**src/rtl/puf_challenge_sequencer.sv**
```systemverilog
// Challenge sequencer for a delay PUF: LFSR challenges, run pulse timing, response assembly.
// Optional build macro PUF_MAJORITY_VOTE_EN evaluates each challenge 3 times and keeps the majority bit.
module puf_challenge_sequencer #(
  parameter int               LENGTH        = 8,
  parameter int               RESP_BITS     = 32,
  parameter logic [LENGTH-1:0] TAPS         = 8'hB8,
  parameter int               SETTLE_CYCLES = 4,
  parameter int               EVAL_CYCLES   = 8
) (
  input  logic                 clk,
  input  logic                 reset_n,
  input  logic                 start,
  input  logic [LENGTH-1:0]    seed,
  output logic                 busy,
  output logic                 done,
  output logic [RESP_BITS-1:0] response,
  output logic [LENGTH-1:0]    puf_challenge,
  output logic                 puf_run,
  input  logic                 puf_result
);

  localparam int CYC_MAX = (SETTLE_CYCLES > EVAL_CYCLES) ? SETTLE_CYCLES : EVAL_CYCLES;
  localparam int CYC_W   = (CYC_MAX > 1) ? $clog2(CYC_MAX) : 1;
  localparam int BIT_W   = (RESP_BITS > 1) ? $clog2(RESP_BITS) : 1;
  localparam logic [CYC_W-1:0] SETTLE_LAST = CYC_W'(SETTLE_CYCLES - 1);
  localparam logic [CYC_W-1:0] EVAL_LAST   = CYC_W'(EVAL_CYCLES - 1);
  localparam logic [BIT_W-1:0] BIT_LAST    = BIT_W'(RESP_BITS - 1);

  typedef enum logic [1:0] {IDLE, SETTLE, EVAL, DONE} state_t;

  state_t                state_reg;
  logic [CYC_W-1:0]      cyc_cnt_reg;
  logic [BIT_W-1:0]      bit_cnt_reg;
  logic [LENGTH-1:0]     lfsr_reg;
  logic [LENGTH-1:0]     lfsr_next;
  logic [RESP_BITS-1:0]  shreg_reg;
  logic [RESP_BITS-1:0]  shreg_next;
  logic                  sample_bit;

  // Galois right-shift step: feedback bit is the LSB shifted out.
  for (genvar gi = 0; gi < LENGTH; gi++) begin : g_lfsr
    if (gi == LENGTH - 1) begin : g_top
      assign lfsr_next[gi] = lfsr_reg[0] & TAPS[gi];
    end else begin : g_mid
      assign lfsr_next[gi] = lfsr_reg[gi+1] ^ (lfsr_reg[0] & TAPS[gi]);
    end
  end

`ifdef PUF_MAJORITY_VOTE_EN
  logic [1:0] rep_reg;
  logic [1:0] ones_reg;
  assign sample_bit = (({1'b0, ones_reg} + {2'b00, puf_result}) >= 3'd2);
`else
  assign sample_bit = puf_result;
`endif

  assign shreg_next = {shreg_reg[RESP_BITS-2:0], sample_bit};

  always_ff @(posedge clk) begin
    if (!reset_n) begin
      state_reg     <= IDLE;
      cyc_cnt_reg   <= '0;
      bit_cnt_reg   <= '0;
      lfsr_reg      <= '0;
      shreg_reg     <= '0;
      busy          <= 1'b0;
      done          <= 1'b0;
      response      <= '0;
      puf_challenge <= '0;
      puf_run       <= 1'b0;
`ifdef PUF_MAJORITY_VOTE_EN
      rep_reg       <= '0;
      ones_reg      <= '0;
`endif
    end else begin
      done <= 1'b0;
      case (state_reg)
        IDLE: begin
          if (start) begin
            // An all-zero seed would lock the LFSR, so substitute 1.
            lfsr_reg      <= (seed == '0) ? LENGTH'(1) : seed;
            puf_challenge <= (seed == '0) ? LENGTH'(1) : seed;
            cyc_cnt_reg   <= '0;
            bit_cnt_reg   <= '0;
            shreg_reg     <= '0;
            busy          <= 1'b1;
            state_reg     <= SETTLE;
`ifdef PUF_MAJORITY_VOTE_EN
            rep_reg       <= '0;
            ones_reg      <= '0;
`endif
          end
        end

        SETTLE: begin
          if (cyc_cnt_reg == SETTLE_LAST) begin
            cyc_cnt_reg <= '0;
            puf_run     <= 1'b1;
            state_reg   <= EVAL;
          end else begin
            cyc_cnt_reg <= cyc_cnt_reg + 1'b1;
          end
        end

        EVAL: begin
          if (cyc_cnt_reg == EVAL_LAST) begin
            cyc_cnt_reg <= '0;
            puf_run     <= 1'b0;
`ifdef PUF_MAJORITY_VOTE_EN
            if (rep_reg != 2'd2) begin
              // Re-evaluate the same challenge; accumulate this sample.
              rep_reg   <= rep_reg + 1'b1;
              ones_reg  <= ones_reg + {1'b0, puf_result};
              state_reg <= SETTLE;
            end else begin
              rep_reg   <= '0;
              ones_reg  <= '0;
`endif
              shreg_reg <= shreg_next;
              if (bit_cnt_reg == BIT_LAST) begin
                response  <= shreg_next;
                done      <= 1'b1;
                busy      <= 1'b0;
                state_reg <= DONE;
              end else begin
                bit_cnt_reg   <= bit_cnt_reg + 1'b1;
                lfsr_reg      <= lfsr_next;
                puf_challenge <= lfsr_next;
                state_reg     <= SETTLE;
              end
`ifdef PUF_MAJORITY_VOTE_EN
            end
`endif
          end else begin
            cyc_cnt_reg <= cyc_cnt_reg + 1'b1;
          end
        end

        DONE: begin
          state_reg <= IDLE;
        end

        default: begin
          state_reg <= IDLE;
        end
      endcase
    end
  end

endmodule

```
**config.mk**
```make
export PLATFORM = sky130hd
export DESIGN_NAME = puf_challenge_sequencer
export DESIGN_NICKNAME = d
export VERILOG_FILES = /design/src/rtl/puf_challenge_sequencer.sv
export SDC_FILE = /design/constraint.sdc
export NUM_CORES = 1
export LEC_CHECK = 0
export CAP_MARGIN = 20
export CORE_MARGIN = 4
export CORE_UTILIZATION = 25
export DETAILED_ROUTE_END_ITERATION = 16
export GPL_ROUTABILITY_DRIVEN = 0
export PLACE_DENSITY = 0.45
export SETUP_SLACK_MARGIN = 0.15
export SYNTH_ARGS = -nofsm -noshare
export SYNTH_HDL_FRONTEND = slang
export SYNTH_SLANG_ARGS = --single-unit
```
**constraint.sdc**
```tcl
create_clock -name clk -period 1.8 [get_ports clk]
set_input_delay 0.54 -clock clk [delete_from_list [all_inputs] [get_ports clk]]
set_output_delay 0.54 -clock clk [all_outputs]
set_load 0.02 [all_outputs]
```
==> flow_metrics.tcl <==
set metrics [dict create \
    grt_pass1_vias 2802 \
    tritoncts "yes" \
    yosys.area_share.xor_xnor_pct 1.32 \
    grt_overflow 0 \
    netlist_area_um2 3310 \
    setup-tns-final_ps 0 \
    worst_pin_slew_ps 260 \
    synth.distinct_cells 33 \
    pwr-share-comb_pct 21.6 \
    ys_seq_area_share_pct 50.8 \
    critPathMaxFanout 6 \
    ioPinCount 55 \
    vias 2765 \
    power.share.switching_pct 26.9 \
    run_status "finished, final reports clean" \
    dpl.hpwl_mm 5.38 \
    powerDensity_nw_per_um2 1070 \
    r2r_slack_ps 140 \
    fmax_ghz 0.603 \
    endpoint_kind "flop" \
    synth.area.mux_share_pct 2.23 \
    synthesis.nets 400 \
    p_seq_share_pct 39.1 \
    drtIter0Drc 89 \
    setup_viol 0 \
    synth-edff-count 0 \
    syn-mean-instance-area_um2 8.76 \
    drive_gt1_share_pct 19.5 \
    crit_chain "ha_4 > and3_4 > ha_4 > nand2b_4 > a21oi_4 > buf_6 > nor2_2 > a211oi_2" \
    yosys_warnings 0 \
    power.leakage_nw 1.85 \
    required_ps 2060 \
    cts.clk_slew.worst_paths_ps 70 \
    fin_skew_ps 6.59 \
    initial_core_util_pct 25.9 \
    area_delta_synth_final_pct 43.2 \
    wl_per_cell_um 12.7 \
    grt_max_degree 44 \
    cts_root_buffer "clkbuf_16" \
    min_period_over_period_pct 92.2 \
    timing.final.hold_violations 0 \
    cp_data_arrival_time_ps 1920 \
    largest_reg_flops 32 \
    clock_latency_ps 330 \
    die_h_um 123 \
    final_cell_mix "nand2_1 (77), dfxtp_1 (77), dlygate4sd2_1 (43)" \
    core_um2 12800 \
    grt_pass1_wl_mm 13.4 \
    antennaDiodeCount 0 \
    critPathSlowestCell "dfxtp_2" \
    rsz0062_at_grt "true" \
    final_util_pct 37.1 \
    hold_class "reg -> reg" \
    cp_common_cell "ha_4" \
    synthesis.instances 378 \
    dr.pass1.iters 4 \
    ys_seq_elements 84 \
    row_count 41 \
    drc 0 \
    synth_fa_ha_area_share_pct 3.78 \
    crit_path_max_incr_delay_ps 330 \
    max_slew_margin_pct 82.1 \
    cp-start-kind "flop" \
    synthFlopType "dfxtp_1" \
    synth_compound_area_share_pct 18.3 \
    drt-total-wl_mm 7.92 \
    ir_drop_mv 0.420 \
    final_nets 469 \
    dieArea_um2 15200 \
    pre_cts_slack_ps -209 \
    final-max-slew-violation-count 0 \
    numCtsBuffers 9 \
    cts_sinks 84 \
    synth_top_family_by_area "compound AO/OA/AOI/OAI gates" \
    setup_ws_ps 140 \
    intPower_mw 3.72 \
    final.min_clock_period_ps 1660 \
    power_switching_mw 1.37 \
    fill_cells 1325 \
    cts_buffer_depth 2 \
    synthArstFlopShare_pct 0 \
    pwr-share-clk_pct 39.3 \
    grt_antenna_before_repair 0 \
    crit_type "reg -> reg" \
    grt_use_total_pct 11.1 \
    numPortBuffers 54 \
    cp_num_buf_inv 1 \
    yosys.area_share.simple_pct 17.9 \
    htreeDepth 3 \
    drv_cap 0 \
    ant_nets 0 \
    critPathTopFamily "compound AO/OA/AOI/OAI gates" \
    vias_per_cell 4.43 \
    die_width_um 123 \
]
[final timing paths]
path                  startpoint     endpoint  cells past startpoint
hold reg to reg      response[5]  response[5]                      2
hold / removal       response[5]  response[5]                      2
setup / recovery  bit_cnt_reg[0]  lfsr_reg[6]                      8
setup reg to reg  bit_cnt_reg[0]  lfsr_reg[6]                      8
[worst reg2reg max path: cells and delay by family (launching register included)]
kind,cells,cell delay [ps]
AOI/OAI and AO/OA,2,410
adders and majority gates,2,310
buffers and inverters,1,170
DFF,1,330
and+or+nand+nor,3,380
[power groups by stage]
stage               logic, mW  registers (mW)  clock network [mW]
floorplan               0.524            2.08                   0
global placement        0.964            2.02                   0
detailed placement      0.967            2.02                   0
CTS                      1.00            1.98                2.07
global route             1.19            2.00                2.13
finish                   1.10            1.99                2.00
[stage by stage]
step                instances  hold WS, ps  power, mW  area (µm²)
finish                    624          452       5.09        4740
global route              624          472       5.32        4740
CTS                       620          456       5.05        4550
detailed placement        602          449       2.99        4200
global placement          602          449       2.99        4200
floorplan                 378          432       2.60        3330
[kinds of logic after synthesis]
| group | after synthesis |
|---|---|
| adder cells (fa/ha/maj) | 10 |
| AO/OA/AOI/OAI | 95 |
| XOR/XNOR | 5 |
| AND/OR/NAND/NOR | 140 |
| flip-flops | 84 |
| buffers and inverters | 37 |
| multiplexers | 7 |
[what timing repair did]
| item | CTS | global route |
|---|---|---|
| setup endpoints to repair | 107 | 81 |
| buffers inserted | 2 | 4 |
| resized for setup | 61 | 34 |
| pin swaps | 8 | 12 |
| hold buffers | 0 | 0 |
| hold endpoints to repair | 0 | 0 |
[per-layer routing]
metal / track usage (%) / vias to the layer above / part of all wire (%)
li1: - / 1424 / -
met1: 13.8 / 1307 / 47
met2: 18.3 / 30 / 49
met3: 2.42 / 4 / 2.5
met4: 4.98 / 0 / 1.2
met5: 0 / - / 0
[cells in the mapped netlist (all sizes together) (7+ instances only)]
library cell  count  share of area, %
a211oi            8               1.8
mux2i             7               2.2
dfxtp            84                51
ha               10               3.8
buf              17               3.4
a22oi            32               7.3
nand2b            8               2.0
nand2            77               8.7
inv               8              0.91
clkbuf           12               1.4
nor2             42               4.8
a21oi            40               6.4
[final cells by class]
cell class	count	area [µm²]	area share (%)
clock inverter	6	96.3	2.03
clock buffer	10	229	4.83
inverter	8	30.0	0.633
timing repair buffer	87	853	18.0
sequential	84	1690	35.7
tap	172	215	4.54
multi-input combinational	257	1630	34.3
(Power assumes the default switching activity.)
